File: src/rtl/rr_arbiter4_if.sv
// Request/grant bundle between four requesters and the round-robin arbiter.
// The arbiter takes the slave side and the requesting units take the master side.
interface rr_arbiter4_if;
  logic [3:0] req;
  logic [1:0] grant_idx;
  logic [3:0] grant_n;
  logic       busy;
  logic       timeout;

  modport master (
    output req,
    input  grant_idx,
    input  grant_n,
    input  busy,
    input  timeout
  );

  modport slave (
    input  req,
    output grant_idx,
    output grant_n,
    output busy,
    output timeout
  );
endinterface

File: src/rtl/rr_arbiter4.sv
// Four-way round-robin arbiter with bounded tenure and registered active-low grant lines.
// A grant is held until the owner releases it or its tenure of MAX_HOLD cycles expires.
module rr_arbiter4 #(
  parameter int unsigned MAX_HOLD = 8,
  parameter int unsigned CNT_W    = 8
) (
  input  logic          clk,
  input  logic          rst_n,
  rr_arbiter4_if.slave  bus
);

  typedef enum logic [0:0] {
    IDLE  = 1'b0,
    OWNED = 1'b1
  } state_e;

  state_e           state_q, state_d;
  logic [1:0]       owner_q, owner_d;
  logic [1:0]       last_q, last_d;
  logic [CNT_W-1:0] cnt_q, cnt_d;
  logic [3:0]       grant_n_q, grant_n_d;
  logic             timeout_q, timeout_d;
  logic [3:0]       others_s;
  logic             expire_s;

  function automatic logic [3:0] onehot(input logic [1:0] idx);
    return 4'b0001 << idx;
  endfunction

  // Descending scan so the candidate closest to start is assigned last and wins.
  function automatic logic [1:0] rr_pick(input logic [3:0] req_v, input logic [1:0] start);
    logic [1:0] idx;
    logic [1:0] win;
    win = start;
    for (int k = 3; k >= 0; k--) begin
      idx = start + 2'(k);
      if (req_v[idx]) begin
        win = idx;
      end
    end
    return win;
  endfunction

  assign others_s = bus.req & ~onehot(owner_q);
  assign expire_s = (cnt_q == CNT_W'(MAX_HOLD - 1));

  // Next-state, tenure and grant decode for the IDLE/OWNED machine.
  always_comb begin
    state_d   = state_q;
    owner_d   = owner_q;
    last_d    = last_q;
    cnt_d     = cnt_q;
    timeout_d = 1'b0;
    case (state_q)
      IDLE: begin
        if (|bus.req) begin
          state_d = OWNED;
          owner_d = rr_pick(bus.req, last_q + 2'd1);
          last_d  = owner_d;
          cnt_d   = '0;
        end else begin
          state_d = IDLE;
        end
      end
      OWNED: begin
        if (!bus.req[owner_q]) begin
          // Voluntary release wins over a coincident expiry: never a timeout pulse.
          if (|others_s) begin
            owner_d = rr_pick(others_s, owner_q + 2'd1);
            last_d  = owner_d;
            cnt_d   = '0;
          end else begin
            state_d = IDLE;
          end
        end else if (expire_s) begin
          if (|others_s) begin
            owner_d   = rr_pick(others_s, owner_q + 2'd1);
            last_d    = owner_d;
            timeout_d = 1'b1;
          end else begin
            owner_d = owner_q;
          end
          cnt_d = '0;
        end else begin
          cnt_d = cnt_q + CNT_W'(1);
        end
      end
      default: begin
        state_d = IDLE;
      end
    endcase
    if (state_d == OWNED) begin
      grant_n_d = ~onehot(owner_d);
    end else begin
      grant_n_d = 4'b1111;
    end
  end

  // State and output registers with synchronous active-low reset.
  always_ff @(posedge clk) begin
    if (!rst_n) begin
      state_q   <= IDLE;
      owner_q   <= 2'b00;
      last_q    <= 2'b11;
      cnt_q     <= '0;
      grant_n_q <= 4'b1111;
      timeout_q <= 1'b0;
    end else begin
      state_q   <= state_d;
      owner_q   <= owner_d;
      last_q    <= last_d;
      cnt_q     <= cnt_d;
      grant_n_q <= grant_n_d;
      timeout_q <= timeout_d;
    end
  end

  assign bus.grant_idx = owner_q;
  assign bus.grant_n   = grant_n_q;
  assign bus.busy      = (state_q == OWNED);
  assign bus.timeout   = timeout_q;

endmodule

File: src/flat_wrapper.sv
// flat-port wrapper written by rule: the top's interface ports become plain ports
module rr_arbiter4_flat 
#(
  parameter int unsigned MAX_HOLD = 8,
  parameter int unsigned CNT_W    = 8
)
  (clk, rst_n, bus_req, bus_grant_idx, bus_grant_n, bus_busy, bus_timeout);
  rr_arbiter4_if bus_i ();
  input  logic clk;
  input  logic rst_n;
  input wire logic [$bits(bus_i.req)-1:0] bus_req;
  output wire logic [$bits(bus_i.grant_idx)-1:0] bus_grant_idx;
  output wire logic [$bits(bus_i.grant_n)-1:0] bus_grant_n;
  output wire logic [$bits(bus_i.busy)-1:0] bus_busy;
  output wire logic [$bits(bus_i.timeout)-1:0] bus_timeout;
  assign bus_i.req = bus_req;
  assign bus_grant_idx = bus_i.grant_idx;
  assign bus_grant_n = bus_i.grant_n;
  assign bus_busy = bus_i.busy;
  assign bus_timeout = bus_i.timeout;
  rr_arbiter4 #(.MAX_HOLD(MAX_HOLD), .CNT_W(CNT_W)) u_core (.clk(clk), .rst_n(rst_n), .bus(bus_i));
endmodule
File: config.mk
export PLATFORM = sky130hd
export DESIGN_NAME = rr_arbiter4_flat
export DESIGN_NICKNAME = d
export VERILOG_FILES = /design/src/rtl/rr_arbiter4_if.sv /design/src/rtl/rr_arbiter4.sv /design/src/flat_wrapper.sv
export SDC_FILE = /design/constraint.sdc
export NUM_CORES = 1
export LEC_CHECK = 0
export CORE_ASPECT_RATIO = 1.75
export CORE_MARGIN = 2
export CORE_UTILIZATION = 51
export CTS_BUF_LIST = sky130_fd_sc_hd__clkbuf_4
export CTS_CLUSTER_DIAMETER = 60
export CTS_CLUSTER_SIZE = 40
export DETAILED_ROUTE_END_ITERATION = 16
export PLACE_DENSITY = 0.74
export SYNTH_ARGS = -nofsm -noshare
export SYNTH_HDL_FRONTEND = slang
export SYNTH_SLANG_ARGS = --single-unit
export TNS_END_PERCENT = 20
File: constraint.sdc
create_clock -name clk -period 4.1 [get_ports clk]
set_input_delay 0.82 -clock clk [delete_from_list [all_inputs] [get_ports clk]]
set_output_delay 0.82 -clock clk [all_outputs]
set_load 0.05 [all_outputs]
Word level (Yosys, flattened, before mapping)
Index checks and enable logic that the tools add are counted.
{ "totals": {"ff_bits": 18, "inputBits": 6, "output_inout_bits": 8, "elab_cells": 85} }
{ "op_classes": {"addsub": 9, "n_lt_le_gt_ge": 9, "eq_ne": 4, "shift": 2, "muxes": 45, "bitwise_logic": 4, "n_reduce_logical": 6} }
{ "op_table": {"columns": ["cell", "count"], "rows": [
  ["$mux W2", 16],
  ["$mux W8", 4],
  ["$lt A2 B3 Y1 const B", 9],
  ["$bmux W1 S2", 9],
  ["$pmux W8 S2", 1],
  ["$mux W1", 12],
  ["$add A2 B1 Y2 const B", 4],
  ["$add A2 B2 Y2 const B", 4],
  ["$add A8 B1 Y8 const B", 1],
  ["$eq A8 B3 Y1 const B", 1],
  ["$not A4 Y4", 2],
  ["$pmux W2 S2", 2],
  ["$reduce_or A4 Y1", 2],
  ["$shl A1 B2 Y4 const A", 2],
  ["$ne A3 B3 Y1 const B", 2],
  ["$reduce_and A2 Y1", 3],
  ["$and A4 B4 Y4", 1],
  ["$reduce_and A4 Y1", 1],
  ["$ne A2 B1 Y1 const B", 1],
  ["$pmux W1 S2", 1],
  ["$not A1 Y1", 1]
]} }

Logic depth before layout (Yosys ltp)
Gate-level depths: netlist (run 1).
{ "logic_depth": {"ltp_word": 15, "mapped_depth": 9, "ltp_nobuf": 8} }

Worst setup path before layout (run 1)
OpenSTA, ideal clock, no wires.
{ "synth_path": {"path_type": "reg2reg", "startpoint": "register u_core.owner_q[0] (netlist: u_core.bus.grant_idx[0])", "endpoint": "register u_core.grant_n_q[3] (netlist: u_core.bus.grant_n[3])", "t_arrival_ns": 2.533, "t_required_ns": 3.972, "path_slack_ns": 1.439, "path_stages_with_launch": 10, "synth_period_minus_slack_ns": 2.661, "cell_sequence": "dfxtp_1 -> buf_2 -> inv_1 -> ha_1 -> nor2b_1 -> nor4_2 -> a31oi_1 -> and2_1 -> nor2b_1 -> nand2_1"} }
{ "synth_via": {"elab_chain_cells": 15, "word_cells_on_any_way": 33} }
{ "synth_lines": {"columns": ["element", "line", "source"], "rows": [
  ["start: declaration", "rr_arbiter4.sv:18", "logic [1:0] owner_q, owner_d;"],
  ["start signal: assignment", "rr_arbiter4.sv:110", "owner_q <= owner_d;"],
  ["branches (longest 15 deep; another with $add A2 B1 Y2)", null, null],
  ["end signal: assignment", "rr_arbiter4.sv:113", "grant_n_q <= grant_n_d;"],
  ["end: declaration", "rr_arbiter4.sv:21", "logic [3:0] grant_n_q, grant_n_d;"]
]} }
Several ways; the timed one is not identified. The select of a mux whose other input is x is not followed.
A chain may end at the register's enable or synchronous reset.

Worst setup path in the final report (run 1)
{ "layout_path": {"startpoint": "input bus_req[2]", "endpoint": "register u_core.cnt_q[2]"} }
{ "layout_via": {"elab_chain_cells": 4, "word_cells_on_any_way": 10} }
{ "layout_lines": {"columns": ["element", "line", "source"], "rows": [
  ["start: declaration", "flat_wrapper.sv:11", "input wire logic [$bits(bus_i.req)-1:0] bus_req;"],
  ["$bmux W1 S2 / $and A4 B4 Y4 (equally long branches)", "rr_arbiter4.sv:66, rr_arbiter4.sv:44", null],
  ["$mux W1 (implied by the code) / $reduce_or A4 Y1 (equally long branches)", "rr_arbiter4.sv:66, rr_arbiter4.sv:68", null],
  ["$mux W8 / $ne A3 B3 Y1 (equally long branches)", null, null],
  ["$pmux W8 S2 / $reduce_and A2 Y1 (equally long branches)", null, null],
  ["end signal: assignment", "rr_arbiter4.sv:112", "cnt_q <= cnt_d;"],
  ["end: declaration", "rr_arbiter4.sv:20", "logic [CNT_W-1:0] cnt_q, cnt_d;"]
]} }
Several ways; a longest one is shown, not always the timed one. The select of a mux whose other input is x is not followed.

==> results of run 1 <==
==> power breakdown <==
part / internal [W] / switching [W] / total, W
clock: 0.0000354 / 0.0000505 / 0.0000859
combinational: 0.000103 / 0.000152 / 0.000255
sequential: 0.000194 / 0.0000257 / 0.000220
==> sequential cells by signal (all words and copies together), names as in the netlist <==
| signal | count |
|---|---|
| u_core.last_q | 2 |
| u_core.cnt_q | 8 |
| u_core.bus.grant_idx | 2 |
| u_core.bus.busy | 1 |
| u_core.bus.timeout | 1 |
| u_core.bus.grant_n | 4 |
==> worst paths after layout <==
path | startpoint | end | slack [ps]
worst min-delay path | u_core.cnt_q[1] | u_core.cnt_q[1] | 540
worst min register to register | u_core.cnt_q[1] | u_core.cnt_q[1] | 540
worst max register to register | u_core.bus.grant_idx[0] | u_core.bus.grant_n[3] | 1300
worst max-delay path | bus_req[2] | u_core.cnt_q[2] | 1200
==> synth_stat cells, types with 2 or more instances <==
library cell  number  area (µm²)
o21ai_0            5        25.0
mux2_2             2        22.5
or4_1              2        15.0
nand3_1            3        15.0
xor2_1             5        43.8
a31oi_1            2        12.5
a21oi_1            7        35.0
nor4_1             2        12.5
ha_1               5        62.6
nand2_1           10        37.5
nor2_1            15        56.3
buf_2              2        10.0
and2_1             6        37.5
inv_1              7        26.3
nand4b_1           2        17.5
nand4_1            7        43.8
nor2b_1            5        31.3
nand2b_1          10        62.6
dfxtp_1           18         360
==> layout make-up <==
| cell class | count | area [µm²] | share of cell area, % |
|---|---|---|---|
| multi-input combinational | 111 | 762 | 57.1 |
| inverter | 7 | 26.3 | 1.97 |
| tap | 24 | 30.0 | 2.25 |
| clock buffer | 3 | 22.5 | 1.69 |
| sequential | 18 | 360 | 27.0 |
| clock inverter | 1 | 3.75 | 0.281 |
| timing repair buffer | 13 | 130 | 9.75 |
==> per-layer routing <==
metal,track usage (%),part of all wire [%],vias to the layer above
li1,-,-,534
met1,18.6,39,502
met2,40.5,57,25
met3,1.97,2.4,5
met4,7.76,1.5,0
met5,0,0,-
==> stage by stage <==
stage / total power (W) / hold WS [ps] / utilization, %
floorplan: 0.000410 / 471 / -
global placement: 0.000471 / 514 / 61.7
detailed placement: 0.000477 / 517 / 61.7
CTS: 0.000563 / 539 / 63.0
global route: 0.000595 / 569 / 63.0
finish: 0.000560 / 541 / 63.0
==> kinds of logic after synthesis <==
| family | count (synthesis) | share of synthesized area (%) |
|---|---|---|
| buf+inv | 10 | 3.44 |
| flops | 18 | 31.0 |
| simple gates | 70 | 33.8 |
| xor+xnor | 5 | 3.77 |
| compound gates | 28 | 18.7 |
| mux | 3 | 3.87 |
| fa+ha+maj | 5 | 5.38 |
==> tightest hold or removal path: cells and delay by family, from the launching register on <==
family / cells / cell delay [ps]
AOI/OAI and AO/OA: 1 / 60
DFF: 1 / 350
and+or+nand+nor: 1 / 90
==> impl_metrics.ini, run 1 <==
[run_status]
status = finished, final reports clean

[setup_path]
path_cells = clkdlybuf4s50_1 -> nor2b_1 -> nor4_2 -> a31oi_1 -> o21a_1 -> mux2_2 -> nor2_1
worst-path-stages = 7
cp-end-kind = flip-flop
max_stage_delay_ps = 590
required_ps = 4330
critical_path.startpoint_type = input port
cp_slowest_cell = nor4_2
path_class = in -> reg
crit_fanout = 10
critPathArrivalTime_ps = 3130
reg2regPathDepth = 8
critPathBufInv = 1
cp_top_family = simple AND/OR/NAND/NOR gates

[timing]
hold_viol = 0
period_share_pct = 70.8
fin_tns_setup_ps = 0
setup_viol = 0
setup_ws_ps = 1200
finalCriticalPeriod_ps = 2900
rsz0062_at_grt = false
drv_slew = 0
slew_headroom_pct = 52.3
fin_skew_ps = 5.42
tightest_slew_ps = 713
max_freq_mhz = 345

[clock_tree]
cts_resized = 0
cts_setup_buffers = 0
clkLatencyLatePin_ps = 290
numCtsBuffers = 3
clock-sinks = 18
cts_tree = yes
clk_path_buf_depth = 2
cts_root_buf = clkbuf_4
cts_htree_levels = 1
clk_pin_slew_ps = 90
hold_buffers = 0

[route]
avgRoutedWirePerCell_um = 14.2
drc = 0
drtIter0Drc = 25
wirelength_um = 2510
drtPass1Iterations = 4
vias = 1066
vias_per_cell = 6.02
ant_nets = 0

[cells_and_area]
antenna_cells = 0
fillers = 176
final_cell_mix = 18 x dfxtp_1, 15 x nor2_1, 13 x clkdlybuf4s50_1
fin_nets = 165
design_area_mm2 = 0.00134
drive_above_1_share_pct = 6.54
final_cells = 177
final_common_cell = dfxtp_1
area_delta_synth_final_pct = 14.9

[floorplan]
num_rows = 22
die_h_um = 67.2
die_w_um = 40.1
io_pins = 14
design.core.area_mm2 = 0.00212
die-area_mm2 = 0.00269
start_util_pct = 54.8

[global_routing]
grt.overflow.total = 0
grt_pass1_wl_um = 3850
grt_usage_pct = 20.3
grt_pass1_vias = 962
antenna_found_initial = 0
grt_start_max_net_pins = 14

[yosys]
synth_seq_cells = 18
syn_inst = 139
yosysWarnings = 0
synth_edf_count = 0
synth_cell_types = 43
yosysSeqAreaShare_pct = 31.0
synth_nets = 150
synth_flop_cell = dfxtp_1
syn-cell-area_mm2 = 0.00116
synthArstFlopShare_pct = 0
synth_area_per_cell_um2 = 8.36

[power_and_ir_drop]
peakVddDrop_mv = 0.261
power.density_mw_per_mm2 = 420
p_leak_nw = 0.488

[placement]
port_buffers = 13
place_area_mm2 = 0.00131
post-place-cells = 173
gp_congestion = 0.744
place_ws_ps = 983
dpl.hpwl_um = 1930

[min_path]
hold_class = reg -> reg
whs_path_depth = 2

[run]
cap_violations = 0
Power figures use the tool's default switching activity.
==> inputs of run 2 (changes only) <==
Settings changed: PLACE_DENSITY 0.74 to 0.77.
Clock period 4.1 ns to 2.43 ns, I/O delays scaled along.
==> impl_metrics.ini, run 2 (same netlist as run 1, synthesis figures left out) <==
[timing]
period_share_pct = 97.3
fin_tns_setup_ps = 0
fin_skew_ps = 2.71
drv_slew = 0
rsz0062_at_grt = false
finalCriticalPeriod_ps = 2360
setup_ws_ps = 66.1
setup_viol = 0
slew_headroom_pct = 65.5
tightest_slew_ps = 513
hold_viol = 0
max_freq_mhz = 423

[placement]
post-place-cells = 194
port_buffers = 13
gp_congestion = 0.841
place_ws_ps = -127
dpl.hpwl_um = 2330

[setup_path]
crit_fanout = 4
required_ps = 2600
critical_path.startpoint_type = flip-flop
cp-end-kind = flip-flop
critPathArrivalTime_ps = 2540
path_class = reg -> reg

[global_routing]
grt_usage_pct = 24.7
use_met2_pct = 50.0
gr-usage-met3_pct = 1.97
grtUsageMet1_pct = 21.9
grt.overflow.total = 0
grt_pass1_vias = 1142
antenna_found_initial = 0
grt_start_max_net_pins = 13
grt_pass1_wl_um = 4620
grt.busiest_layer = met2

[cells_and_area]
regMostFlops = u_core.cnt_q
final_cells = 198
final_common_cell = buf_4
post-route-util_pct = 71.0
area_delta_synth_final_pct = 29.4
drive_above_1_share_pct = 19.5
fillers = 173
largest_reg_flops = 8
final_cell_mix = 21 x buf_4, 17 x dfxtp_1, 15 x nor2_1
antenna_cells = 0
fin_nets = 186

[floorplan]
start_util_pct = 54.8
die-area_mm2 = 0.00269
die_w_um = 40.1
num_rows = 22
io_pins = 14
design.core.area_mm2 = 0.00212
die_h_um = 67.2

[power_and_ir_drop]
peakVddDrop_mv = 0.382
p_leak_nw = 0.595
power.density_mw_per_mm2 = 674

[clock_tree]
cts_htree_levels = 1
cts_root_buf = clkbuf_4
clock-sinks = 18
cts_tree = yes
hold_buffers = 0
clk_path_buf_depth = 2
cts_setup_buffers = 0
clk_pin_slew_ps = 100
cts_resized = 1
numCtsBuffers = 3
clkLatencyLatePin_ps = 290

[min_path]
hold_class = reg -> reg

[route]
drtPass1Iterations = 6
wirelength_um = 2920
drtIter0Drc = 37
avgRoutedWirePerCell_um = 14.8
vias = 1172
vias_per_cell = 5.92
ant_nets = 0
drc = 0

[run]
cap_violations = 0

[run_status]
status = finished, final reports clean
run 2: metrics by stage:
stage / area [µm²] / total power, W / hold slack (ps)
finish: 1500 / 0.00101 / 532
global route: 1500 / 0.00108 / 584
CTS: 1500 / 0.00102 / 536
detailed placement: 1470 / 0.000869 / 508
global placement: 1470 / 0.000853 / 510
floorplan: 1170 / 0.000694 / 471
run 2: final cells by class:
cell class              instances  area [µm²]  area share [%]
clock inverters                 1        3.75           0.250
repair buffers                 34         288            19.1
inverters                       7        26.3            1.75
multi-input cells             111         772            51.3
clock buffers                   3        22.5            1.50
well taps                      24        30.0            2.00
flip-flops and latches         18         362            24.0
run 2: worst paths after layout:
kind | from | to | cells after the start | slack, ps
worst max register to register | u_core.cnt_q[1] | u_core.bus.grant_n[1] | 7 | 70
worst max-delay path | u_core.cnt_q[1] | u_core.bus.grant_n[1] | 7 | 70
worst min register to register | u_core.cnt_q[6] | u_core.cnt_q[6] | 2 | 530
worst min-delay path | u_core.cnt_q[6] | u_core.cnt_q[6] | 2 | 530
run 2: routing by layer:
layer	wire, µm	vias up
met2	1700	17
met4	54	0
met5	0	-
met3	54	7
li1	-	575
met1	1110	573
run 2: where the power goes:
part           switching, W  internal, W  total (W)
registers         0.0000264     0.000328   0.000355
logic              0.000293     0.000220   0.000512
clock network     0.0000864    0.0000597   0.000146
total              0.000406     0.000607    0.00101
run 2: worst max-delay path: stages, from the launching register on:
cell and delay (ps):
dfxtp_1 350, ha_1 200, or4b_1 460, or4_4 480, a211o_1 350, o221ai_2 190
and2_1 180, nand2_1 50
==> inputs of run 3 (changes only) <==
Settings changed: CORE_MARGIN 2 to unset.
==> impl_metrics.ini, run 3 (same netlist as run 1, synthesis figures left out) <==
[run_status]
status = finished, final reports clean

[timing]
hold_viol = 0
fin_skew_ps = 5.01
fin_tns_setup_ps = 0
max_freq_mhz = 427
tightest_slew_ps = 504
slew_headroom_pct = 66.1
period_share_pct = 96.3
drv_slew = 0
finalCriticalPeriod_ps = 2340
setup_viol = 0
rsz0062_at_grt = false

[placement]
dpl.hpwl_um = 2320
port_buffers = 13
gp_congestion = 0.819

[clock_tree]
numCtsBuffers = 3
clk_path_buf_depth = 2
cts_root_buf = clkbuf_4
clock-sinks = 18
clk_pin_slew_ps = 90
clkLatencyLatePin_ps = 290
cts_htree_levels = 1
cts_tree = yes

[setup_path]
path_cells = ha_1 -> or4b_1 -> or4_4 -> a211o_1 -> o221ai_2 -> and2_1 -> nand2_1
path_class = reg -> reg
required_ps = 2610
critPathArrivalTime_ps = 2520
cp-end-kind = flip-flop
cp_slowest_cell = or4_4
max_stage_delay_ps = 480
crit_fanout = 4
critical_path.startpoint_type = flip-flop

[cells_and_area]
fin_nets = 187
multiInputGateArea_um2 = 772
regArea_um2 = 362
largest_reg_flops = 8
area_delta_synth_final_pct = 30.0
final_cell_mix = 22 x buf_4, 17 x dfxtp_1, 15 x nor2_1
regMostFlops = u_core.cnt_q
drive_above_1_share_pct = 20.0
final_common_cell = buf_4
antenna_cells = 0
fillers = 171

[route]
wirelength_um = 2820
avgRoutedWirePerCell_um = 14.1
drtIter0Drc = 21
drtPass1Iterations = 4
vias = 1152
vias_per_cell = 5.79
drc = 0
ant_nets = 0

[global_routing]
grt.overflow.total = 0
grt_start_max_net_pins = 13
grt_usage_pct = 25.2
antenna_found_initial = 0
grt_pass1_vias = 1085
grt_pass1_wl_um = 4510

[floorplan]
num_rows = 22
io_pins = 14
start_util_pct = 54.8
design.core.area_mm2 = 0.00212
die_h_um = 65.2
die_w_um = 38.1
die-area_mm2 = 0.00248

[min_path]
hold_class = reg -> reg

[power_and_ir_drop]
power.density_mw_per_mm2 = 665
p_leak_nw = 0.600
p_total_w = 0.00101
peakVddDrop_mv = 0.389

[run]
cap_violations = 0
-- run 3: changes by cell type in the layout (fill, tap and decap cells not counted) --
| cell | delta |
|---|---|
| buf_4 | +1 |
-- run 3: final timing paths --
path                   start                    end  slack [ps]  depth (start not counted)
max reg2reg  u_core.cnt_q[1]  u_core.bus.grant_n[1]          90                          7
min          u_core.cnt_q[6]        u_core.cnt_q[6]         540                          2
min reg2reg  u_core.cnt_q[6]        u_core.cnt_q[6]         540                          2
max          u_core.cnt_q[1]  u_core.bus.grant_n[1]          90                          7
-- run 3: repair_timing --
item | in CTS | in global routing
hold buffers | 0 | 0
gates resized for setup | 0 | 1
setup endpoints to repair | 0 | 5
buffers inserted | 0 | 0
hold endpoints to repair | 0 | 0
-- run 3: critical path, delay by kind of cell, from the launching register on --
family / cells / cell delay [ps]
compound gates: 2 / 530
flops: 1 / 360
simple gates: 4 / 1170
fa+ha+maj: 1 / 180
-- run 3: power breakdown --
| part | total [W] | leakage, nW | internal, W | switching [W] |
|---|---|---|---|---|
| clock network | 0.000144 | 0.0154 | 0.0000597 | 0.0000846 |
| logic | 0.000508 | 0.437 | 0.000220 | 0.000288 |
| registers | 0.000353 | 0.148 | 0.000328 | 0.0000251 |
| total | 0.00101 | 0.600 | 0.000607 | 0.000398 |
-- run 3: layout make-up --
| type | count | area share, % |
|---|---|---|
| timing repair buffer | 35 | 19.5 |
| multi-input combinational | 111 | 51.1 |
| inverter | 7 | 1.74 |
| sequential | 18 | 23.9 |
| clock buffer | 3 | 1.49 |
| tap | 24 | 1.99 |
| clock inverter | 1 | 0.248 |
-- run 3: per-stage QoR --
stage	worst slack, ps	hold slack, ps	utilization (%)	instances	instance area [µm²]
floorplan	21.1	471	-	139	1170
global placement	-67.9	510	69.9	195	1480
detailed placement	-139	516	69.9	195	1480
CTS	0.743	544	71.1	199	1510
global route	15.9	597	71.3	199	1510
finish	88.9	541	71.3	199	1510
-- run 3: routing by layer --
layer  GRT usage (%)  wire (µm)
met4            9.38         37
met1            22.9       1000
met3            1.01         68
met5               0          0
met2            52.1       1710
